==> src/rtl/mc_pkg.sv <==
// rtl/mc_pkg.sv - shared state, opcode and ALU encodings for the multicycle controller
package mc_pkg;

    typedef enum logic [3:0] {
        S_FETCH    = 4'd0,
        S_DECODE   = 4'd1,
        S_MEMADR   = 4'd2,
        S_MEMREAD  = 4'd3,
        S_MEMWB    = 4'd4,
        S_MEMWRITE = 4'd5,
        S_EXECR    = 4'd6,
        S_EXECI    = 4'd7,
        S_ALUWB    = 4'd8,
        S_BEQ      = 4'd9,
        S_JAL      = 4'd10
    } state_t;

    localparam logic [6:0] OP_LW    = 7'b0000011;
    localparam logic [6:0] OP_SW    = 7'b0100011;
    localparam logic [6:0] OP_RTYPE = 7'b0110011;
    localparam logic [6:0] OP_ITYPE = 7'b0010011;
    localparam logic [6:0] OP_JAL   = 7'b1101111;
    localparam logic [6:0] OP_BEQ   = 7'b1100011;

    typedef enum logic [1:0] {
        ALUOP_ADD   = 2'b00,
        ALUOP_SUB   = 2'b01,
        ALUOP_FUNCT = 2'b10
    } aluop_t;

    typedef enum logic [2:0] {
        ALU_ADD = 3'b000,
        ALU_SUB = 3'b001,
        ALU_AND = 3'b010,
        ALU_OR  = 3'b011,
        ALU_SLT = 3'b101
    } aluctl_t;

endpackage

==> src/rtl/mc_aludec.sv <==
// rtl/mc_aludec.sv - maps ALUOp plus instruction fields to the ALU control code
module mc_aludec
    import mc_pkg::*;
(
    input  logic [1:0] alu_op,
    input  logic [2:0] funct3,
    input  logic       funct7b5,
    input  logic       op5,
    output logic [2:0] alu_control
);

    always_comb begin
        alu_control = ALU_ADD;
        case (alu_op)
            ALUOP_ADD: alu_control = ALU_ADD;
            ALUOP_SUB: alu_control = ALU_SUB;
            ALUOP_FUNCT: begin
                case (funct3)
                    // op5 separates R-type sub from I-type addi with imm[10] set
                    3'b000:  alu_control = (funct7b5 && op5) ? ALU_SUB : ALU_ADD;
                    3'b010:  alu_control = ALU_SLT;
                    3'b110:  alu_control = ALU_OR;
                    3'b111:  alu_control = ALU_AND;
                    default: alu_control = ALU_ADD;
                endcase
            end
            default: alu_control = ALU_ADD;
        endcase
    end

endmodule

==> src/rtl/multicycle_controller.sv <==
// rtl/multicycle_controller.sv - Moore FSM controller for a multicycle RISC-V datapath (option: MC_WAITSTATE_EN)
module multicycle_controller
    import mc_pkg::*;
(
    input  logic       clk,
    input  logic       reset_n,
`ifdef MC_WAITSTATE_EN
    input  logic       mem_ready,
`endif
    input  logic [6:0] op,
    input  logic [2:0] funct3,
    input  logic       funct7b5,
    input  logic       Zero,
    output logic       PCWrite,
    output logic       IRWrite,
    output logic       RegWrite,
    output logic       MemWrite,
    output logic       AdrSrc,
    output logic [1:0] ResultSrc,
    output logic [1:0] ALUSrcA,
    output logic [1:0] ALUSrcB,
    output logic [1:0] ImmSrc,
    output logic [2:0] ALUControl,
    output logic       instr_done,
    output logic       illegal
);

    state_t     state_q, state_d;
    logic       mem_ok;
    logic       pc_update, branch, ir_write, reg_write, mem_write;
    logic       done_s, illegal_s;
    logic [1:0] alu_op;

`ifdef MC_WAITSTATE_EN
    assign mem_ok = mem_ready;
`else
    assign mem_ok = 1'b1;
`endif

    always_ff @(posedge clk or negedge reset_n) begin
        if (!reset_n) state_q <= S_FETCH;
        else          state_q <= state_d;
    end

    always_comb begin
        state_d   = state_q;
        pc_update = 1'b0;
        branch    = 1'b0;
        ir_write  = 1'b0;
        reg_write = 1'b0;
        mem_write = 1'b0;
        AdrSrc    = 1'b0;
        ResultSrc = 2'b00;
        ALUSrcA   = 2'b00;
        ALUSrcB   = 2'b00;
        alu_op    = ALUOP_ADD;
        done_s    = 1'b0;
        illegal_s = 1'b0;
        case (state_q)
            S_FETCH: begin
                ir_write  = mem_ok;
                pc_update = mem_ok;
                ALUSrcB   = 2'b10;
                ResultSrc = 2'b10;
                if (mem_ok) state_d = S_DECODE;
            end
            S_DECODE: begin
                ALUSrcA = 2'b01;
                ALUSrcB = 2'b01;
                case (op)
                    OP_LW, OP_SW: state_d = S_MEMADR;
                    OP_RTYPE:     state_d = S_EXECR;
                    OP_ITYPE:     state_d = S_EXECI;
                    OP_JAL:       state_d = S_JAL;
                    OP_BEQ:       state_d = S_BEQ;
                    default: begin
                        state_d   = S_FETCH;
                        illegal_s = 1'b1;
                        done_s    = 1'b1;
                    end
                endcase
            end
            S_MEMADR: begin
                ALUSrcA = 2'b10;
                ALUSrcB = 2'b01;
                state_d = (op == OP_LW) ? S_MEMREAD : S_MEMWRITE;
            end
            S_MEMREAD: begin
                AdrSrc = 1'b1;
                if (mem_ok) state_d = S_MEMWB;
            end
            S_MEMWB: begin
                ResultSrc = 2'b01;
                reg_write = 1'b1;
                done_s    = 1'b1;
                state_d   = S_FETCH;
            end
            S_MEMWRITE: begin
                AdrSrc    = 1'b1;
                mem_write = mem_ok;
                done_s    = mem_ok;
                if (mem_ok) state_d = S_FETCH;
            end
            S_EXECR: begin
                ALUSrcA = 2'b10;
                alu_op  = ALUOP_FUNCT;
                state_d = S_ALUWB;
            end
            S_EXECI: begin
                ALUSrcA = 2'b10;
                ALUSrcB = 2'b01;
                alu_op  = ALUOP_FUNCT;
                state_d = S_ALUWB;
            end
            S_ALUWB: begin
                reg_write = 1'b1;
                done_s    = 1'b1;
                state_d   = S_FETCH;
            end
            S_BEQ: begin
                ALUSrcA = 2'b10;
                alu_op  = ALUOP_SUB;
                branch  = 1'b1;
                done_s  = 1'b1;
                state_d = S_FETCH;
            end
            S_JAL: begin
                ALUSrcA   = 2'b01;
                ALUSrcB   = 2'b10;
                pc_update = 1'b1;
                state_d   = S_ALUWB;
            end
            default: state_d = S_FETCH;
        endcase
    end

    // Enables are masked by reset_n so they drop in the same cycle reset asserts
    assign PCWrite    = reset_n & (pc_update | (branch & Zero));
    assign IRWrite    = reset_n & ir_write;
    assign RegWrite   = reset_n & reg_write;
    assign MemWrite   = reset_n & mem_write;
    assign instr_done = reset_n & done_s;
    assign illegal    = reset_n & illegal_s;

    always_comb begin
        ImmSrc = 2'b00;
        case (op)
            OP_SW:   ImmSrc = 2'b01;
            OP_BEQ:  ImmSrc = 2'b10;
            OP_JAL:  ImmSrc = 2'b11;
            default: ImmSrc = 2'b00;
        endcase
    end

    mc_aludec u_aludec (
        .alu_op      (alu_op),
        .funct3      (funct3),
        .funct7b5    (funct7b5),
        .op5         (op[5]),
        .alu_control (ALUControl)
    );

endmodule

==> config.mk <==
export PLATFORM = sky130hd
export DESIGN_NAME = multicycle_controller
export DESIGN_NICKNAME = d
export VERILOG_FILES = /design/src/rtl/mc_pkg.sv /design/src/rtl/mc_aludec.sv /design/src/rtl/multicycle_controller.sv
export SDC_FILE = /design/constraint.sdc
export NUM_CORES = 1
export LEC_CHECK = 0
export BUFFER_PORTS_ARGS = -buffer_cell sky130_fd_sc_hd__buf_4
export CAP_MARGIN = 0
export CORE_MARGIN = 8
export CORE_UTILIZATION = 45
export DETAILED_ROUTE_END_ITERATION = 6
export MAX_ROUTING_LAYER = met4
export PLACE_DENSITY = 0.85
export SYNTH_ARGS = -nofsm -noshare
export SYNTH_HDL_FRONTEND = slang
export SYNTH_SLANG_ARGS = --single-unit
==> constraint.sdc <==
create_clock -name clk -period 2.8 [get_ports clk]
set_input_delay 0.14 -clock clk [delete_from_list [all_inputs] [get_ports clk]]
set_output_delay 0.14 -clock clk [all_outputs]
set_load 0.02 [all_outputs]
Word level (Yosys, flattened, before mapping):

Cells that the tools add are included.

* register bits: 4
* latch bits: 0
* memory bits (writable): 0
* ROM bits: 0
* input port bits: 14
* output and inout bits: 18
* word-level logic and storage cells: 64
* memories kept: 0

* add/sub/neg operators: 0
* multiply operators: 0
* divide/modulo/power cells: 0
* $lt $le $gt $ge: 0
* equal/unequal tests: 21
* shift-type cells: 0
* muxes and demuxes: 20
* bitwise operators: 8
* reductions and logical operators: 14

Operators by type and width (count)
* $pmux W4 S5: 2
* $eq A4 B3 Y1 const B: 4
* $pmux W2 S2: 4
* $eq A7 B6 Y1 const B: 2
* $eq A7 B7 Y1 const B: 2
* $eq A4 B4 Y1 const B: 3
* $pmux W3 S4: 1
* $reduce_or A2 Y1: 6
* $mux W1: 9
* $eq A4 B2 Y1 const B: 2
* $reduce_or A4 Y1: 2
* $and A1 B1 Y1: 7
* $eq A7 B2 Y1 const B: 1
* $eq A7 B5 Y1 const B: 1
* $eq A3 B3 Y1 const B: 2
* $pmux W2 S3: 1
* $pmux W3 S2: 1
* $reduce_or A3 Y1: 2
* $reduce_or A6 Y1: 1
* $eq A4 B1 Y1 const B: 1
* $logic_not A4 Y1: 1
* $eq A3 B2 Y1 const B: 1
* $logic_not A3 Y1: 1
* $mux W3: 1
* other kinds (5): 5

Depth between registers and ports, before layout:

* depth in word-level cells: 5
* mapped depth: 7
* gate-level depth less buffers: 6

Modules after synthesis:

From an unflattened synthesis, not the netlist that was laid out.

* cells, all modules: 81
* area total of the unflattened synthesis: 645.6 um^2

By module, submodules not included
* multicycle_controller: instances 1, cells each 70, area an instance 549.3 um^2, sequential area each 100.1 um^2
* mc_aludec: instances 1, cells each 11, area an instance 96.3 um^2, sequential area each 0.0 um^2

Worst setup path after synthesis:

Ideal clock, no wire load.

* kind: reg2out
* from: register state_q[1]
* to: output port ALUControl[1]
* arrival: 1614 ps
* required time: 2660 ps
* slack: 1046 ps
* stages on the path, launching flop included: 6
* buffers on the path: 2
* path through: dfrtp_1 > buf_4 > clkbuf_8 > and2_1 > ha_1 > nor3b_1

* cells in the longest elaborated chain, start to end: 5
* elaborated cells between the ends (all ways): 8
* classes of those cells: eq/ne: 5; mux: 2; reduce/logical: 1

Ends and longest elaborated chain
* from (decl): line multicycle_controller.sv:28 `state_t state_q, state_d;`
* from (signal assigned): line multicycle_controller.sv:42 `else state_q <= state_d;`
* $eq A4 B3 Y1: line multicycle_controller.sv:59 `case (state_q)`
* $reduce_or A2 Y1 (no line)
* $pmux W2 S2 (*): line multicycle_controller.sv:59
* $eq A2 B2 Y1 / $eq A2 B1 Y1 (equally long branches): line mc_aludec.sv:14 `case (alu_op)`
* $pmux W3 S2 (*): line mc_aludec.sv:14
* to (decl): line multicycle_controller.sv:23 `output logic [2:0] ALUControl,`

Every way passes the cells marked *; elsewhere a longest branch is shown, timed or not.

Final worst setup path:

* from: register state_q[2]
* to: output port ALUControl[0]

The elaborated chain is that of the path after synthesis.

==> impl_results.md <==
- First-pass GRT wire length: 2925 um
- Clock group share of total power: 15.4%
- Pwr Density: 527.8 nW/um^2
- Starting Density: 49.25%
- Yosys warns: 0
- Max Clk Rate: 0.4414 GHz
- Clock-pin slew on the worst setup and hold paths: 40 ps
- Area contributors post-synth: dfrtp_1, clkbuf_8, nor2b_1, nand4bb_4, nand2_1
- FF+latch area: 100.1 sq um
- DRC: 0
- Top cell type's share of synthesized area: 15.24%
- Seq pwr share: 20.0%
- # setup viols final: 0
- Share of cells above drive strength 1: 37.38%
- Startpoint types: register
- Final wirelength: 1886 um
- Unrepaired setup endpoints after global routing: no
- Crit. End Element: output port
- Status: finished clean
- Post-synth top area cell: dfrtp_1
- Fill count: 123
- Antenna fix cells: 0
- Most common cell in the synthesized netlist: nand2_1
- Placeable Area: 1334 sq um
- Psw: 0.0002068 W
- Clock Skew: 3.937 ps
- Worst-Skew Late Latency: 240 ps
- Post-synthesis cell area: 656.9 sq um
- Finished Core Util: 65.85%
- Slew headroom: 61.57%
- Worst min-delay path class: input port to register
- Final hold vios: 0
- Critical setup path kind: register to output port
- Arr. time, crit path: 2130 ps
- Max reg flops: 4
- Post-synth EDFFs: 0
- Main synth FF type: dfrtp_1
- TritonCTS sink count: 4
- Core Rows: 13
- DR WL/cell: 15.46 um
- CTS tree: done
- Mapped Cells: 77
- Pin count of the biggest net entering global routing: 19
- Slowest cell on crit path: dfrtp_1
- Vias/cell: 5.721
- Top Registers: state_q: 4 flops
- Gr usage total: 13.23%
- Vias in the first global route: 675
- Peak VDD IR: 0.2310 mV
- HPWL Detailed: 1522 um
- Final period util: 80.92%
- Final Net Count: 125
- Die Y: 54.21 um
- Top reg by flops: state_q
- Worst Path Required: 2660 ps
- Area of the multi-input gates: 479.2 sq um
- Cell mode on critical path: nor2b_1
- Initial DRC count: 17
- CP peak stage delay: 640 ps
- Post-route ant nets: 0
- Leak: 0.4326 nW
- Sw Ratio: 44.61%
- Min Tclk post-route: 2266 ps
- Antenna violations before repair: 0
- Synth Area per Inst: 8.531 sq um
- Gp weighted congestion: 0.8062
- Number of vias in the routed layout: 698
- Post-synth ARST share: 100.0%
- Max clock buf depth: 2
- Area Overhead vs Synth: 33.71%
- Setup TNS: 0 ps
- Chip Width: 54.21 um
- Die Area: 2938 sq um
- Comb pwr share: 64.6%
- FF+latch count, synth: 4
- Port Buffer Count: 31
- Total grt overflow: 0
- Slew @ Worst Pin: 576.5 ps
- Max Cap Violations: 0
- DR pass1 iterations: 4
- Crit-path max FO: 13
- Sequential area share after synthesis: 15.24%
- Most frequent cells after synthesis: nand2_1, nor2_1, nor2b_1
- # IOs: 32
- Clock H-tree levels: 1
- Cell chain of the critical path: nor2b_1, and2_1, ha_1, nor2b_1, o21ai_0, a21oi_1, buf_4
- Mapped Nets: 93
- Distinct cell type count after synthesis: 36
- Cts bufs inserted: 3
- P_int: 0.0002568 W
- Final Slew Violations: 0
- Root Buffer: clkbuf_4
## cell families after synthesis
kind of cell,share of synthesized area [%]
compound gates,18.29
xor+xnor,4.001
fa+ha+maj,3.809
buf+inv,11.81
flops,15.24
simple gates,46.86
## final timing paths
kind	from	to	slack [ps]	cells past startpoint
min	op[4]	state_q[2]	210	2
max	state_q[2]	ALUControl[0]	530	7
max reg2reg	state_q[2]	state_q[3]	1510	3
min reg2reg	state_q[0]	state_q[1]	860	2
max in group asynchronous	reset_n	state_q[0]	2410	2
min in group asynchronous	reset_n	state_q[2]	260	2
## layout make-up
class | instances | share of cell area (%)
clock buffers | 3 | 2.564
repair buffers | 32 | 27.64
well taps | 15 | 2.137
multi-input cells | 64 | 54.56
inverters | 4 | 1.709
flip-flops and latches | 4 | 11.40
## cells in the final DEF, fill, tap and decap left out, drive strengths merged, types with 3 or more instances in the layout
cell type / instances
nor2b: 6
nor3: 6
nor4: 3
and2: 3
dfrtp: 4
nand2: 7
nor2: 6
inv: 4
a21oi: 3
clkbuf: 3
buf: 31
## per-layer routing
layer	track usage, %	up-vias	routed length, um	part of all wire [%]
li1	-	339	-	-
met1	14.73	330	767	41
met2	22.71	27	959	51
met3	1.928	2	136	7.2
met4	5.738	0	22	1.2
met5	-	-	0	0
## metrics by stage
step                cell area, sq um  hold slack (ps)   power, W  setup slack (ps)  cells
floorplan                      656.9           -155.6  0.0002927              1046     77
global placement               845.8           -39.64  0.0003894             958.4    118
detailed placement             845.8           -41.21  0.0003928             814.6    118
CTS                            878.3            201.4  0.0004689             540.9    122
global route                   878.3            216.4  0.0004923             365.9    122
finish                         878.3            207.0  0.0004636             534.3    122
## power by group through the flow
stage                     combinational (W)  sequential (W)   clock, W
after floorplan                    0.000222       0.0000703          0
after global placement             0.000296       0.0000931          0
after detailed placement           0.000300       0.0000929          0
after CTS                          0.000303       0.0000922  0.0000739
after global routing               0.000319       0.0000942  0.0000795
final                              0.000299       0.0000927  0.0000716
## repair_timing
| action | CTS | global route |
|---|---|---|
| endpoints found under the hold margin | 4 | 0 |
| setup buffers | 0 | 0 |
| resized for setup | 0 | 0 |
| hold buffers | 1 | 0 |
| endpoints found under the setup margin | 0 | 0 |
## critical path: cells and delay by family (launching register included)
kind | cells | cell delay [ps]
compound gates | 2 | 250
buf+inv | 1 | 160
flops | 1 | 640
fa+ha+maj | 1 | 160
simple gates | 3 | 660
(Power assumes the default switching activity.)
